===== config.mk =====
export PLATFORM = sky130hd
export DESIGN_NAME = sync_fifo_param
export DESIGN_NICKNAME = d
export VERILOG_FILES = /design/src/rtl/sync_fifo_param.sv
export SDC_FILE = /design/constraint.sdc
export NUM_CORES = 1
export LEC_CHECK = 0
export ABC_AREA = 1
export CAP_MARGIN = 20
export CORE_UTILIZATION = 35
export CTS_CLUSTER_SIZE = 10
export DETAILED_ROUTE_END_ITERATION = 16
export PLACE_DENSITY = 0.59
export SLEW_MARGIN = 40
export SYNTH_ARGS = -nofsm -noshare
export SYNTH_HDL_FRONTEND = slang
export SYNTH_SLANG_ARGS = --single-unit

===== constraint.sdc =====
create_clock -name clk -period 4.47 [get_ports clk]
set_input_delay 0.894 -clock clk [delete_from_list [all_inputs] [get_ports clk]]
set_output_delay 0.894 -clock clk [all_outputs]
set_load 0.02 [all_outputs]

===== src/rtl/sync_fifo_param.sv =====
// Parametrised single-clock FIFO with fill count, programmable almost flags,
// sticky overflow/underflow errors and optional first-word-fall-through output.
module sync_fifo_param #(
  parameter int DATA_W     = 8,
  parameter int ADDR_W     = 4,
  parameter int AFULL_LVL  = 14,
  parameter int AEMPTY_LVL = 2,
  parameter int FWFT       = 0
) (
  input  logic              clk,
  input  logic              reset,
  input  logic              en,
  input  logic              write,
  input  logic [DATA_W-1:0] data_in,
  input  logic              read,
  output logic [DATA_W-1:0] data_out,
  output logic              empty,
  output logic              full,
  output logic              almost_empty,
  output logic              almost_full,
  output logic [ADDR_W:0]   count,
  output logic              overflow,
  output logic              underflow,
  input  logic              clr_err
);

  localparam int              DEPTH    = 1 << ADDR_W;
  localparam logic [ADDR_W:0] DEPTH_C  = (ADDR_W+1)'(DEPTH);
  localparam logic [ADDR_W:0] AFULL_C  = (ADDR_W+1)'(AFULL_LVL);
  localparam logic [ADDR_W:0] AEMPTY_C = (ADDR_W+1)'(AEMPTY_LVL);
  localparam logic [ADDR_W:0] CNT_ONE  = (ADDR_W+1)'(1);
  localparam logic [ADDR_W-1:0] PTR_ONE = ADDR_W'(1);

  if ((AFULL_LVL < 1) || (AFULL_LVL > DEPTH)) begin : g_bad_afull
    $error("sync_fifo_param: AFULL_LVL out of range 1..DEPTH");
  end
  if ((AEMPTY_LVL < 0) || (AEMPTY_LVL >= DEPTH)) begin : g_bad_aempty
    $error("sync_fifo_param: AEMPTY_LVL out of range 0..DEPTH-1");
  end

  logic [DATA_W-1:0] mem_r [DEPTH];
  logic [ADDR_W-1:0] wr_ptr_r;
  logic [ADDR_W-1:0] rd_ptr_r;
  logic [DATA_W-1:0] dout_r;
  logic [ADDR_W:0]   count_nxt_s;
  logic              rd_acc_s;
  logic              wr_acc_s;
  logic              ovf_set_s;
  logic              unf_set_s;

  // Accept decisions, next fill count and error set conditions.
  always_comb begin
    rd_acc_s  = en & read & ~empty;
    // A full FIFO still takes a write when a read frees a slot in the same cycle.
    wr_acc_s  = en & write & (~full | rd_acc_s);
    ovf_set_s = en & write & full & ~rd_acc_s;
    unf_set_s = en & read & empty;
    case ({wr_acc_s, rd_acc_s})
      2'b10:   count_nxt_s = count + CNT_ONE;
      2'b01:   count_nxt_s = count - CNT_ONE;
      default: count_nxt_s = count;
    endcase
  end

  // Storage array; deliberately not reset.
  always_ff @(posedge clk) begin
    if (wr_acc_s) begin
      mem_r[wr_ptr_r] <= data_in;
    end
  end

  // Pointers, count, flags, read data register and sticky errors.
  always_ff @(posedge clk) begin
    if (reset) begin
      wr_ptr_r     <= '0;
      rd_ptr_r     <= '0;
      count        <= '0;
      dout_r       <= '0;
      empty        <= 1'b1;
      full         <= 1'b0;
      almost_empty <= 1'b1;
      almost_full  <= 1'b0;
      overflow     <= 1'b0;
      underflow    <= 1'b0;
    end else if (en) begin
      if (wr_acc_s) begin
        wr_ptr_r <= wr_ptr_r + PTR_ONE;
      end
      if (rd_acc_s) begin
        rd_ptr_r <= rd_ptr_r + PTR_ONE;
        dout_r   <= mem_r[rd_ptr_r];
      end
      count        <= count_nxt_s;
      empty        <= (count_nxt_s == '0);
      full         <= (count_nxt_s == DEPTH_C);
      almost_empty <= (count_nxt_s <= AEMPTY_C);
      almost_full  <= (count_nxt_s >= AFULL_C);
      // Set wins over a simultaneous clear.
      overflow     <= ovf_set_s | (overflow & ~clr_err);
      underflow    <= unf_set_s | (underflow & ~clr_err);
    end
  end

  if (FWFT != 0) begin : g_fwft
    // Head word shown directly; last popped word held while empty.
    always_comb begin
      if (empty) begin
        data_out = dout_r;
      end else begin
        data_out = mem_r[rd_ptr_r];
      end
    end
  end else begin : g_reg
    // Registered read data, valid the cycle after an accepted read.
    always_comb begin
      data_out = dout_r;
    end
  end

endmodule

; Word level (Yosys, flattened, before mapping)
; Memory sizes are Yosys's and may differ from the RTL's. A register that Yosys moved wholly into a read port is not among the register bits.
; Cells that the tools add are included.
[op_classes]
add_sub_neg = 4
muxes = 3
n_bitwise = 16
eq_ne = 3
n_reduce_logical = 3
n_lt_le_gt_ge = 2
[ops]
columns = cell, n
row1 = $pmux 5 s2, 1
row2 = $and 1x1->1, 9
row3 = $add 4x1->4 const B, 2
row4 = $add 5x1->5 const B, 1
row5 = $eq 5x5->1 const B, 1
row6 = $ge 5x4->1 const B, 1
row7 = $le 5x2->1 const B, 1
row8 = $logic_not 5->1, 1
row9 = $sub 5x1->5 const B, 1
row10 = $not 1->1, 4
row11 = $reduce_and 2->1, 2
row12 = $or 1x1->1, 3
row13 = $eq 2x1->1 const B, 1
row14 = $eq 2x2->1 const B, 1
row15 = $mux 1, 2
[word_totals]
elab_cells = 41
memories = 1
ramBits = 128
reg_bits = 19
inputBits = 14
[memory_table]
columns = name, depth, word_bits, rd, rd_clocked_by_memory_dff, write_ports, line
row1 = mem_r, 16, 8, 1, 1, 1, 41  ; logic [DATA_W-1:0] mem_r [DEPTH];

; Depth between registers and ports, before layout
; Gate-level depths: netlist (run 1).
[logic_depth]
word_depth = 7
ltp_mapped = 20

; Worst setup path after synthesis (run 1)
; OpenSTA, ideal clock, no wires.
[synth_timing]
path_type = input-to-reg
startpoint = input en
endpoint = register full
setup_ns = 0.128
path_buffers = 1
stages = 14
path_slack_ns = 1.635
arrival_time_ns = 2.707
required_ns = 4.342
cell_sequence = nand3b_4 > clkinv_1 > buf_2 > ha_1 > nor2_1 > nor2_2 > ha_1 > inv_1 > o21ai_0 > nor2_1 > nand4_1 > nor2_1 > nor2_1 > nor2_1
[synth_via]
elab_chain_cells = 7
elab_cells_between_ends = 9
cone_classes = 3 x eq/ne / 1 x mux / 5 x bitwise
[synth_lines]
columns = item, line
row1 = start: declaration, 12  ; input logic en,
row2 = $and 1x1->1 (2 in series), 53  ; rd_acc_s = en & read & ~empty;
row3 = $or 1x1->1, 55  ; wr_acc_s = en & write & (~full | rd_acc_s);
row4 = $and 1x1->1, 55
row5 = $eq 2x1->1 or $eq 2x2->1 (tied branches), 58  ; case ({wr_acc_s, rd_acc_s})
row6 = $pmux 5 s2, 58
row7 = $eq 5x5->1, 95  ; full <= (count_nxt_s == DEPTH_C);
row8 = end signal: assignment, 95
row9 = end: declaration, 18  ; output logic full,
; Several ways; a longest one is shown, not always the timed one.
; A chain may end at the register's enable or synchronous reset.

; Worst setup path in the final report (run 1)
; Same ends and word-level chain as after synthesis.

==> results.toml, run 1 <==
[detailed_routing]
routedWlPerCell_um = 18.23
routed_via_density = 5.319
drt_iter0_drc = 358
drc = 2
num_vias = 4489
detail_route.first_pass.iterations = 10
antenna_left = 0
route.final.wire_length_mm = 15.39

[pwr]
share_clk_of_total_power_pct = 44.1
sequentialPowerShare_pct = 49.2
p_int_w = 0.002545
switching_share_pct = 21.60
static_power_due_to_leakage_nw = 2.611
comb_power_share_pct = 6.7
powerDensity_mw_per_mm2 = 427.3
p_switching_w = 0.0007014
max-vdd-ir-drop_mv = 0.2744

[global_route]
grt_max_degree = 68
globalRoute.totalOverflow = 0
antenna_found_initial = 0
first_global_vias = 4230
global_route_wire_length_before_repair_mm = 24.01
global_route.usage.total_pct = 16.68

[floorplanning]
die-height_um = 138.2
design.portCount = 33
fp-row-count = 49
die_width_um = 138.2
die_area_mm2 = 0.01910
floorplan.initialDensity_pct = 35.90
placeableCoreArea_mm2 = 0.01809

[logic_synthesis]
synth_edf_count = 128
asyncSetResetFlopFracSynth_pct = 0
synth.most_common_cell = "sky130_fd_sc_hd__edfxtp_1"
synth_top_area_cell = "sky130_fd_sc_hd__edfxtp_1"
ys_dominant_reg_cell = "sky130_fd_sc_hd__edfxtp_1"
synthesis.area_per_instance_um2 = 11.35
synth_seq_area_share_pct = 67.53
post_synth_xor_area_fraction_pct = 0.4047
yosys_warnings = 0
synthDistinctLibCells = 31
synth.top_cells.by_area = "sky130_fd_sc_hd__edfxtp_1 59%, sky130_fd_sc_hd__dfxtp_1 8.3%, sky130_fd_sc_hd__nor2_1 6.7%"
synth_area_mm2 = 0.006492
synth_top_area_share_pct = 59.20
synth_adder_area_share_pct = 1.542
synthCells = 572
synth_compound_gate_area_share_pct = 12.28
muxShareOfSynthArea_pct = 0
postSynthNetCount = 594
synth_commonest_cells = "128 x sky130_fd_sc_hd__edfxtp_1, 116 x sky130_fd_sc_hd__nor2_1, 75 x sky130_fd_sc_hd__o21ai_0"
yosys.area_share.simple_pct = 13.30
dominant_combinational_cell_family_by_area_after_synthesis = "simple AND/OR/NAND/NOR gates"
ys_seq_elements = 155

[place]
gp_congestion = 0.8693
placedInstanceArea_mm2 = 0.006999
detailedPlacementHpwl_mm = 9.188
io_port_bufs = 32
place.detailed.instances = 812

[layout]
final_core_utilization_pct = 42.01
area_growth_syn_to_layout_pct = 17.04
finalNetCount = 624
final_area_mm2 = 0.007599
finish.cell_count_without_fillers = 844
final.fill_count = 1693
diodes = 0
layout_cell_share_with_drive_strength_beyond_1_pct = 8.618

[outcome]
run_status = "finished with violations"
violations = "design-rule violations"

[clocking]
total_clock_sinks = 155
max-clock-path-buffers = 2
holdBufCountCts = 0
tritoncts.num_buffers = 17
cts.root.buffer_cell = "sky130_fd_sc_hd__clkbuf_16"
cts_repair_resize_count = 0
cts_htree_levels = 4
clkSlewWorstSetupHoldPaths_ns = 0.06
cts_tree = "built"
post-cts-setup-buffer-count = 0
clock_latency_ns = 0.42

[critical_path]
crit_arrival_ns = 3.73
critical_path_peak_fanout = 14
worst_r2r_startpoint = "empty"
path_cells = "clkdlybuf4s50_1, nand3b_4, a21oi_4, inv_2, ha_1, nor2_1, nor2_2, ha_1, inv_1, o21ai_0, nor2_1, nand4_1, nor2_1, nor2_1, nor2_1"
slowest_delay_ns = 0.80
critPathTopFamily = "buffers and inverters"
timing.setup.critical_path_class = "in -> reg"
cp_common_cell = "sky130_fd_sc_hd__nor2_1"
setup.worst_path.start_class = "primary input"
critPathBufInv = 3
crit_path_end_kind = "flip-flop"
crit_start = "en"
cp_data_required_time_ns = 4.76
cpMaxStageDelayCell = "sky130_fd_sc_hd__clkdlybuf4s50_1"

[hold_path]
timing.hold.worst.start = "overflow"
worstHoldPathType = "reg -> reg"

[sta]
worst_relative_slew_slack_pct = 44.80
worst_clock_skew_ns = 0.009575
finalHoldViolCount = 0
totalNegativeSetupSlack_ns = 0
fmaxAchievable_ghz = 0.2902
rsz_0062_raised_after_global_routing = "no"
hold_slack_ns = 0.4850
drv_slew = 0
tightestPinTransition_ns = 0.8249
period_share_pct = 77.09
finalSetupViolCount = 0
timing.final.crit_period_ns = 3.446

[job]
maxCapViolCount = 0
==> cell families after synthesis <==
family	count (synthesis)
compound gates	133
xor+xnor	3
fa+ha+maj	8
buf+inv	69
flops	155
simple gates	204
==> power by group through the flow <==
stage	combinational [W]	clock, W	sequential [W]
2_1_floorplan	0.000121	0	0.00164
3_3_place_gp	0.000210	0	0.00163
3_5_place_dp	0.000215	0	0.00163
4_1_cts	0.000216	0.00145	0.00160
5_1_grt	0.000240	0.00151	0.00160
6_report	0.000217	0.00143	0.00160
==> final timing paths <==
check             endpoint  slack, ns  cells past startpoint
setup / recovery      full       1.02                     15
hold / removal    overflow       0.49                      2
setup reg to reg      full       1.94                     14
hold reg to reg   overflow       0.49                      2
==> tightest hold or removal path, delay by kind of cell, from the launching register on <==
kind               cells  cell delay (ns)
DFF                    1             0.30
AOI/OAI and AO/OA      2             0.14
==> through the flow <==
stage	setup WS (ns)	total power (W)
4_1_cts	1.054	0.003261
5_1_grt	0.7593	0.003344
3_3_place_gp	0.7483	0.001837
6_report	1.024	0.003247
2_1_floorplan	1.635	0.001756
3_5_place_dp	0.6402	0.001842
==> cell type report <==
class                           instances  area [um2]  share of cell area, %
Inverter                               40       152.6                  2.009
Timing Repair Buffer                   40       380.4                  5.006
Multi-Input combinational cell        348        1809                  23.81
Clock buffer                           24       461.7                  6.076
Sequential cell                       155        4387                  57.73
Clock inverter                          8       121.4                  1.597
Tap cell                              229       286.5                  3.771
==> cells in the final DEF (no fill, tap or decap), types with 10 or more instances in the layout <==
cell / instances
sky130_fd_sc_hd__edfxtp_1: 128
sky130_fd_sc_hd__nor2_1: 107
sky130_fd_sc_hd__o21ai_0: 75
sky130_fd_sc_hd__nand2_1: 47
sky130_fd_sc_hd__o211ai_1: 35
sky130_fd_sc_hd__inv_1: 34
sky130_fd_sc_hd__clkdlybuf4s50_1: 32
sky130_fd_sc_hd__nand3_1: 31
sky130_fd_sc_hd__dfxtp_1: 25
sky130_fd_sc_hd__clkbuf_16: 17
sky130_fd_sc_hd__a21oi_1: 12
sky130_fd_sc_hd__nor2_2: 10
==> sequential cells by signal, indices dropped and copies added (netlist names) <==
register / count
mem_r: 128
data_out: 8
count: 5
rd_ptr_r: 4
wr_ptr_r: 4
almost_empty: 1
almost_full: 1
empty: 1
full: 1
overflow: 1
underflow: 1
==> metal layers <==
| layer | GRT usage, % | part of all wire [%] | routed length (um) |
|---|---|---|---|
| met1 | 22.92 | 46 | 7067 |
| met2 | 25.67 | 47 | 7166 |
| met3 | 2.979 | 5.5 | 845 |
| met4 | 7.983 | 2.0 | 308 |
| met5 | 0 | 0 | 0 |
Note: power is estimated with default switching activity, not from simulation.
==> run 2: changes to the inputs <==
--- a/config.mk
+++ b/config.mk
@@ -10,7 +10,7 @@
 export CORE_UTILIZATION = 35
 export CTS_CLUSTER_SIZE = 10
 export DETAILED_ROUTE_END_ITERATION = 16
-export PLACE_DENSITY = 0.59
+export PLACE_DENSITY = 0.61
 export SLEW_MARGIN = 40
 export SYNTH_ARGS = -nofsm -noshare
 export SYNTH_HDL_FRONTEND = slang
==> constraint.sdc (replaced) <==
create_clock -name clk -period 2.81 [get_ports clk]
set_input_delay 0.562 -clock clk [delete_from_list [all_inputs] [get_ports clk]]
set_output_delay 0.562 -clock clk [all_outputs]
set_load 0.02 [all_outputs]
==> run 2 against run 1 <==
Against the previous run:
- the flow now finishes without violations
- critical path depth grew 5
- count of clock-buffer cells in the layout shrank 6
- worst setup slack lost 0.73 ns
- critical endpoint unchanged
- clock skew shrank 0.0010 ns
- largest power group unchanged
- non-clock buffer count grew 27
- register-to-register slack lost 1.4 ns
- via count shrank 0.60%
- design area grew 2.5%
- sequential power grew 59%
==> results.toml, run 2 (synthesis results as in run 1) <==
[floorplanning]
fp-row-count = 49
die_area_mm2 = 0.01910
placeableCoreArea_mm2 = 0.01809
design.portCount = 33
floorplan.initialDensity_pct = 35.90
die_width_um = 138.2
die-height_um = 138.2

[layout]
most-common-layout-cells = "128 x sky130_fd_sc_hd__edfxtp_1, 116 x sky130_fd_sc_hd__nor2_1, 75 x sky130_fd_sc_hd__o21ai_0"
finish.cell_count_without_fillers = 871
diodes = 0
layout_commonest_cell = "sky130_fd_sc_hd__edfxtp_1"
max_flop_register = "mem_r"
largest_register_ff_count = 128
final_area_mm2 = 0.007786
layout_cell_share_with_drive_strength_beyond_1_pct = 11.84
area_growth_syn_to_layout_pct = 19.93
finalNetCount = 651

[place]
detailedPlacementHpwl_mm = 9.600
io_port_bufs = 32
placedInstanceArea_mm2 = 0.007194
place.detailed.instances = 839
gp_congestion = 0.8301

[sta]
timing.final.crit_period_ns = 2.520
tightestPinTransition_ns = 0.7020
totalNegativeSetupSlack_ns = 0
worst_relative_slew_slack_pct = 53.20
rsz_0062_raised_after_global_routing = "no"
fmaxAchievable_ghz = 0.3968
period_share_pct = 89.67
finalHoldViolCount = 0
worst_clock_skew_ns = 0.008556
drv_slew = 0
finalSetupViolCount = 0

[hold_path]
min_to = "underflow"
timing.hold.worst.start = "underflow"
min_path_cells = 2
worstHoldPathType = "reg -> reg"

[detailed_routing]
routedWlPerCell_um = 17.03
detail_route.first_pass.iterations = 5
route.final.wire_length_mm = 14.83
num_vias = 4462
routed_via_density = 5.123
antenna_left = 0
drt_iter0_drc = 407
drc = 0

[pwr]
totalPowerFinal_w = 0.005172
static_power_due_to_leakage_nw = 2.759
powerDensity_mw_per_mm2 = 664.3
max-vdd-ir-drop_mv = 0.3776

[global_route]
grt_max_degree = 68
global_route_wire_length_before_repair_mm = 23.40
first_global_vias = 4286
antenna_found_initial = 0
global_route.usage.total_pct = 16.27
globalRoute.totalOverflow = 0

[critical_path]
cp_data_required_time_ns = 3.12
worst_r2r_startpoint = "empty"
crit_arrival_ns = 2.83
critical_path_peak_fanout = 4
setup.worst_path.start_class = "primary input"
path_cells = "clkdlybuf4s50_1, nand3b_4, a21oi_4, inv_2, ha_1, nor2_1, nor2_2, ha_1, inv_1, nand2_1, nand3_1, nand2_1, nand2_1, nand2_1, nand2_1, nand2_1, nand2_1, nor2_1, nor2_1, nor2_1"
regToRegSetupSlack_ns = 0.58
timing.reg2reg.worst_path_depth = 19
slowest_delay_ns = 0.57
timing.setup.critical_path_class = "in -> reg"
cp_common_cell = "sky130_fd_sc_hd__nand2_1"
timing.rr.end = "full"
cpMaxStageDelayCell = "sky130_fd_sc_hd__clkdlybuf4s50_1"
critPathTopFamily = "simple AND/OR/NAND/NOR gates"
crit_path_end_kind = "flip-flop"
critPathBufInv = 3
crit_start = "en"

[clocking]
total_clock_sinks = 155
holdBufCountCts = 0
tritoncts.num_buffers = 17
cts_repair_resize_count = 0
clkSlewWorstSetupHoldPaths_ns = 0.06
cts_htree_levels = 4
max-clock-path-buffers = 2
clock_latency_ns = 0.43
post-cts-setup-buffer-count = 0
cts_tree = "built"
cts.root.buffer_cell = "sky130_fd_sc_hd__clkbuf_16"

[job]
maxCapViolCount = 0

[outcome]
run_status = "finished clean"
run 2: changes by cell type in the layout (fill, tap and decap cells not counted), sizes merged:
cell / before / now
buf: 8 / 35
bufinv: 3 / 2
clkinv: 5 / 7
clkinvlp: 3 / 4
inv: 37 / 41
clkbuf: 24 / 18
run 2: how the worst max path moves through the flow:
| stage | end | cells past startpoint |
|---|---|---|
| after CTS | full | 15 |
| final | full | 20 |
| after global placement | full | 15 |
| after detailed placement | full | 15 |
| after floorplan | full | 14 |
| after global routing | almost_full | 20 |
run 2: final cells by class:
type,count,area (um2)
Clock buffer,18,429.2
Fill cell,1637,10300
Clock inverter,14,162.7
Tap cell,229,286.5
Timing Repair Buffer,67,583.1
Inverter,40,152.6
Sequential cell,155,4385
Multi-Input combinational cell,348,1787
run 2: metrics by stage:
stage	hold slack [ns]	setup WS (ns)	utilization (%)
floorplan	0.4654	0.2865	-
global placement	0.4639	-0.04196	39.78
detailed placement	0.4698	-0.1268	39.78
CTS	0.4828	0.3146	43.05
global route	0.5283	0.05563	43.05
finish	0.4828	0.2901	43.05
run 2: routing by layer:
| metal | wire length, um | global-route usage (%) | up-vias |
|---|---|---|---|
| li1 | - | - | 2156 |
| met1 | 6884 | 22.31 | 2124 |
| met2 | 6828 | 25.24 | 161 |
| met3 | 872 | 3.568 | 21 |
| met4 | 246 | 6.387 | 0 |
| met5 | 0 | 0 | - |
run 2: tightest hold or removal path: stages, from the launching register on:
cell and delay, ns:
sky130_fd_sc_hd__dfxtp_1 0.31, sky130_fd_sc_hd__o21ai_0 0.07, sky130_fd_sc_hd__a21oi_1 0.06
run 2: where the power goes:
group / internal [W] / switching, W
logic: 0.000131 / 0.000232
registers: 0.00252 / 0.0000218
clock network: 0.00132 / 0.000946
